--- src/rtl/h_serializer_if.sv ---
// h_serializer_if: load/stream bundle between the lstm array and the hidden-state consumer
interface h_serializer_if #(
   parameter int WIDTH    = 32,
   parameter int NUM_LSTM = 8
);
   logic                      load;
   logic [NUM_LSTM*WIDTH-1:0] i_h;
   logic                      i_ready;
   logic [WIDTH-1:0]          o_data;
   logic                      o_valid;
   logic [WIDTH-1:0]          o_addr;
   logic                      o_busy;
   logic                      o_done;
   logic                      o_overrun;
   modport slave (
      input  load, i_h, i_ready,
      output o_data, o_valid, o_addr, o_busy, o_done, o_overrun
   );
   modport master (
      output load, i_h, i_ready,
      input  o_data, o_valid, o_addr, o_busy, o_done, o_overrun
   );
endinterface

--- src/rtl/h_serializer.sv ---
// h_serializer: captures a NUM_LSTM-lane hidden vector and streams it one word per handshake; H_SKID_EN adds a pending-frame buffer
module h_serializer #(
   parameter int WIDTH          = 32,
   parameter int NUM_LSTM       = 8,
   parameter int NUM_ITERATIONS = 8
) (
   input logic           clk,
   input logic           rst,
   h_serializer_if.slave bus
);
   localparam int LW = (NUM_LSTM > 1) ? $clog2(NUM_LSTM) : 1;
   localparam int SW = (NUM_ITERATIONS > 1) ? $clog2(NUM_ITERATIONS) : 1;
   typedef enum logic {IDLE, SEND} state_t;
   state_t                    r_state, w_state;
   logic [LW-1:0]             r_lane, w_lane;
   logic [SW-1:0]             r_step, w_step;
   logic [NUM_LSTM*WIDTH-1:0] r_frame, w_frame;
   logic                      r_done, w_done;
   logic                      r_ovr, w_ovr;
   logic                      w_xfer, w_last, w_wrap;
`ifdef H_SKID_EN
   logic [NUM_LSTM*WIDTH-1:0] r_pend, w_pend;
   logic                      r_pend_v, w_pend_v;
`endif
   assign w_xfer = (r_state == SEND) && bus.i_ready;
   assign w_last = w_xfer && (r_lane == LW'(NUM_LSTM - 1));
   assign w_wrap = (r_step == SW'(NUM_ITERATIONS - 1));
   // state, counters and frame register; reset abandons any frame in flight
   always_ff @(posedge clk or posedge rst) begin
      if (rst) begin
         r_state  <= IDLE;
         r_lane   <= '0;
         r_step   <= '0;
         r_frame  <= '0;
         r_done   <= 1'b0;
         r_ovr    <= 1'b0;
`ifdef H_SKID_EN
         r_pend   <= '0;
         r_pend_v <= 1'b0;
`endif
      end else begin
         r_state  <= w_state;
         r_lane   <= w_lane;
         r_step   <= w_step;
         r_frame  <= w_frame;
         r_done   <= w_done;
         r_ovr    <= w_ovr;
`ifdef H_SKID_EN
         r_pend   <= w_pend;
         r_pend_v <= w_pend_v;
`endif
      end
   end
   // next state: capture on load in IDLE, advance lane per transfer, close frame on last lane
   always_comb begin
      w_state  = r_state;
      w_lane   = r_lane;
      w_step   = r_step;
      w_frame  = r_frame;
      w_done   = 1'b0;
      w_ovr    = r_ovr;
`ifdef H_SKID_EN
      w_pend   = r_pend;
      w_pend_v = r_pend_v;
`endif
      if (r_state == IDLE) begin
         if (bus.load) begin
            w_state = SEND;
            w_frame = bus.i_h;
            w_lane  = '0;
         end
      end else begin
         if (w_xfer) w_lane = r_lane + 1'b1;
         if (w_last) begin
            w_lane  = '0;
            w_step  = w_wrap ? '0 : r_step + 1'b1;
            w_done  = w_wrap;
            w_state = IDLE;
         end
`ifdef H_SKID_EN
         if (w_last && r_pend_v) begin
            w_state  = SEND;
            w_frame  = r_pend;
            w_pend_v = 1'b0;
         end
         if (bus.load) begin
            if (r_pend_v) begin
               w_ovr = 1'b1;
            end else if (w_last) begin
               w_state = SEND;
               w_frame = bus.i_h;
            end else begin
               w_pend   = bus.i_h;
               w_pend_v = 1'b1;
            end
         end
`else
         if (bus.load) w_ovr = 1'b1;
`endif
      end
   end
   assign bus.o_data    = r_frame[r_lane*WIDTH +: WIDTH];
   assign bus.o_addr    = WIDTH'(r_step) * WIDTH'(NUM_LSTM) + WIDTH'(r_lane);
   assign bus.o_valid   = (r_state == SEND);
   assign bus.o_busy    = (r_state == SEND);
   assign bus.o_done    = r_done;
   assign bus.o_overrun = r_ovr;
endmodule

--- src/flat_wrapper.sv ---
// flat-port wrapper written by rule: the top's interface ports become plain ports
module h_serializer_flat 
#(
   parameter int WIDTH          = 32,
   parameter int NUM_LSTM       = 8,
   parameter int NUM_ITERATIONS = 8
)
  (clk, rst, bus_load, bus_i_h, bus_i_ready, bus_o_data, bus_o_valid, bus_o_addr, bus_o_busy, bus_o_done, bus_o_overrun);
  h_serializer_if #(.WIDTH(WIDTH), .NUM_LSTM(NUM_LSTM)) bus_i ();
  input logic clk;
  input logic rst;
  input wire logic [$bits(bus_i.load)-1:0] bus_load;
  input wire logic [$bits(bus_i.i_h)-1:0] bus_i_h;
  input wire logic [$bits(bus_i.i_ready)-1:0] bus_i_ready;
  output wire logic [$bits(bus_i.o_data)-1:0] bus_o_data;
  output wire logic [$bits(bus_i.o_valid)-1:0] bus_o_valid;
  output wire logic [$bits(bus_i.o_addr)-1:0] bus_o_addr;
  output wire logic [$bits(bus_i.o_busy)-1:0] bus_o_busy;
  output wire logic [$bits(bus_i.o_done)-1:0] bus_o_done;
  output wire logic [$bits(bus_i.o_overrun)-1:0] bus_o_overrun;
  assign bus_i.load = bus_load;
  assign bus_i.i_h = bus_i_h;
  assign bus_i.i_ready = bus_i_ready;
  assign bus_o_data = bus_i.o_data;
  assign bus_o_valid = bus_i.o_valid;
  assign bus_o_addr = bus_i.o_addr;
  assign bus_o_busy = bus_i.o_busy;
  assign bus_o_done = bus_i.o_done;
  assign bus_o_overrun = bus_i.o_overrun;
  h_serializer #(.WIDTH(WIDTH), .NUM_LSTM(NUM_LSTM), .NUM_ITERATIONS(NUM_ITERATIONS)) u_core (.clk(clk), .rst(rst), .bus(bus_i));
endmodule
--- config.mk ---
export PLATFORM = sky130hd
export DESIGN_NAME = h_serializer_flat
export DESIGN_NICKNAME = d
export VERILOG_FILES = /design/src/rtl/h_serializer_if.sv /design/src/rtl/h_serializer.sv /design/src/flat_wrapper.sv
export SDC_FILE = /design/constraint.sdc
export NUM_CORES = 1
export LEC_CHECK = 0
export CELL_PAD_IN_SITES_DETAIL_PLACEMENT = 0
export CELL_PAD_IN_SITES_GLOBAL_PLACEMENT = 1
export CORE_MARGIN = 1.5
export CORE_UTILIZATION = 41
export CTS_BUF_LIST = sky130_fd_sc_hd__clkbuf_4 sky130_fd_sc_hd__clkbuf_8
export DETAILED_ROUTE_END_ITERATION = 7
export PLACE_DENSITY = 0.9
export SLEW_MARGIN = 20
export SYNTH_ARGS = -nofsm -noshare
export SYNTH_HDL_FRONTEND = slang
export SYNTH_SLANG_ARGS = --single-unit
--- constraint.sdc ---
create_clock -name clk -period 10.2 [get_ports clk]
set_clock_uncertainty 0.15 [all_clocks]
set_input_delay 2.04 -clock clk [delete_from_list [all_inputs] [get_ports clk]]
set_output_delay 2.04 -clock clk [all_outputs]
set_load 0.005 [all_outputs]
==> results.md <==
- Status: complete, no violations
- Max-slew headroom: 27.1%
- Placed insts: 1355
- Syn_area_per_cell: 16.8 µm²
- Final Setup Violations: 0
- CP Launch Point: u_core.r_lane[0]
- Net Sw Frac: 27.6%
- Post-CTS Resized: 0
- Placed cell area: 15200 µm²
- Area of the multi-input gates: 4960 µm²
- Psw: 1250 µW
- Sum of negative setup slack: 0 ns
- Routed vias: 7113
- Post-synthesis mux area share: 39.3%
- Worst hold slack: 0.321 ns
- Final cell count without fillers: 1435
- CTS tree: yes
- Internal power: 3280 µW
- Sequential Area: 6640 µm²
- CTS max path bufs: 3
- Synthesized flop and latch total: 265
- RSZ-0062 raised after global routing: no
- Share of the synthesized area in the top cell type: 55.2%
- Vias in the first global route: 8025
- Cell area after technology mapping: 12000 µm²
- Pre-CTS setup slack: 4.78 ns
- Synth Instances: 714
- CTS Sinks: 265
- Cts hold-fix bufs: 0
- Final Hold Viols: 0
- # fillers: 2344
- Ranking of synthesized cells by area: dfrtp_1 55%, mux2_1 24%, mux4_2 12%
- Clock Latency Late Sink: 0.55 ns
- Tcrit/Tclk final: 54.9%
- Max Clk Rate: 0.179 GHz
- Postcts setup bufs: 0
- Critical Path RT: 8.01 ns
- H-tree Lvls: 2
- Synth Area in XOR/XNOR: 0%
- Min-delay src: u_core.bus.o_overrun
- Overall routing resource usage: 18.5%
- Clock root buffer: clkbuf_8
- Final #Nets: 1283
- Peak supply drop: 0.000169 V
- CP Max Fanout: 35
- Worst setup SP type: flop
- Register area share after synthesis: 55.2%
- Logic pwr share: 35.5%
- Crit-path max cell delay: 0.84 ns
- Complex-gate fraction of the synthesized area: 0.375%
- Power per standard cell area: 280 nW/µm²
- I/O pins: 328
- I/O Buffers: 301
- Part of the power in registers: 41.8%
- Main combinational cell family by area after synthesis: multiplexers
- Via-to-Cell Ratio: 4.96
- Max Slew Vio Count: 0
- WP data arrival: 3.41 ns
- Power share of the clock group: 22.7%
- Layout cells sized above 1: 17.8%
- Hold Crit Class: reg -> reg
- Drt pass-1 iters: 4
- Worst setup EP type: primary output
- Routability cong.: 0.802
- Post-synth cell types: 18
- Area Growth Syn to Fin: 34.6%
- WS Path Type: reg -> out
- Chip Width: 174 µm
- P_leak: 0.00684 µW
- Routed WL: 27500 µm
- Buf/Inv on CP: 2
- Die Y-Extent: 174 µm
- Delay-heaviest family, CP: buffers and inverters
- Starting density of the core: 41.8%
- YS warnings: 0
- Number of placement rows: 62
- DP Wirelength: 18800 µm
- Synth area leader: dfrtp_1
- Maxcap violations: 0
- GRT overflow: 0
- DRC Markers: 0
- First-pass GRT wire length: 43700 µm
- Worst r2r src: u_core.bus.o_busy
- Crit-path cells: buf_4 -> mux4_2 -> mux2_2 -> clkdlybuf4s50_1
- Post-Synth Adder-Cell Area: 0.416%
- Post-DRT Antenna Nets: 0
- Min Tclk post-route: 5.60 ns
- Detailed Route Iter0 Violations: 201
- Worst-path clk slew: 0.06 ns
- Worst setup margin: 4.60 ns
- Initial antenna violation count: 0
- Slew @ Worst Pin: 1.09 ns
- Pin count of the biggest net entering global routing: 141
- Fin area: 16200 µm²
- Die footprint: 30400 µm²
- Post-Synth Simple-Gate Area: 0.239%
- Cts bufs inserted: 46
- DR WL/cell: 19.1 µm
- Core box area: 28800 µm²
- ANT cells: 0
- Slowest-stage cell, CP: dfrtp_4
==> layout make-up <==
type,instances,area share (%)
tap,384,2.97
sequential,265,41.0
inverter,2,0.0928
clock inverter,4,0.278
timing repair buffer,307,19.1
multi-input combinational,397,30.6
clock buffer,76,5.92
==> power groups by stage <==
stage	sequential (µW)	clock [µW]	combinational, µW
finish	1890	1030	1610
global route	1970	1120	1750
CTS	1900	1070	1650
detailed placement	1910	0	1640
global placement	1890	0	1600
floorplan	1720	0	1130
==> flip-flops by register name (all words and copies together), names as in the netlist <==
name	cells
u_core.r_lane	3
u_core.bus.o_overrun	1
u_core.bus.o_done	1
u_core.bus.o_busy	1
u_core.r_frame	256
u_core.r_step	3
==> final timing paths <==
check,slack [ns],cells after the start,to
worst max-delay path,4.60,4,bus_o_data[27]
worst min-delay path,0.32,1,u_core.bus.o_overrun
worst max register to register,6.86,4,u_core.r_frame[238]
worst min register to register,0.32,1,u_core.bus.o_overrun
max in group asynchronous,6.66,3,u_core.r_frame[83]
min in group asynchronous,1.88,2,u_core.r_frame[134]
==> cell usage in the layout, fill, tap and decap left out, drive strengths merged <==
| cell | instances |
|---|---|
| clkdlybuf4s50 | 301 |
| mux2 | 291 |
| dfrtp | 265 |
| clkbuf | 76 |
| mux4 | 64 |
| conb | 26 |
| buf | 6 |
| ha | 4 |
| nor2 | 3 |
| a32o | 3 |
| clkinv | 3 |
| nor2b | 2 |
| inv | 2 |
| nand3 | 1 |
| o21a | 1 |
| a21o | 1 |
| mux2i | 1 |
| bufinv | 1 |
==> routing by layer <==
layer / global-route usage [%] / share of wire [%] / vias up
met2: 30.5 / 48 / 273
li1: - / - / 3202
met3: 6.19 / 8.6 / 57
met1: 22.9 / 41 / 3581
met5: 0 / 0 / -
met4: 5.85 / 2.4 / 0
==> synth_stat cells <==
library cell	count
mux2_2	32
buf_4	51
buf_2	14
o21a_1	1
mux2i_1	1
nand3_1	1
conb_1	1
mux4_2	64
mux2_1	259
dfrtp_1	265
a32o_1	3
nor2b_1	2
buf_6	5
clkbuf_1	5
a21o_1	1
ha_1	4
nor2_1	3
inv_1	2
==> stage by stage <==
step / utilization [%] / total power [µW]
floorplan: - / 2850
global placement: 52.7 / 3490
detailed placement: 52.7 / 3550
CTS: 56.2 / 4610
global route: 56.2 / 4840
finish: 56.2 / 4530
==> kinds of logic after synthesis <==
family / Yosys count
AOI/OAI and AO/OA: 5
adders and majority gates: 4
buffers and inverters: 77
DFF: 265
muxes: 356
other: 1
and+or+nand+nor: 6
Note: power is estimated with default switching activity, not from simulation.
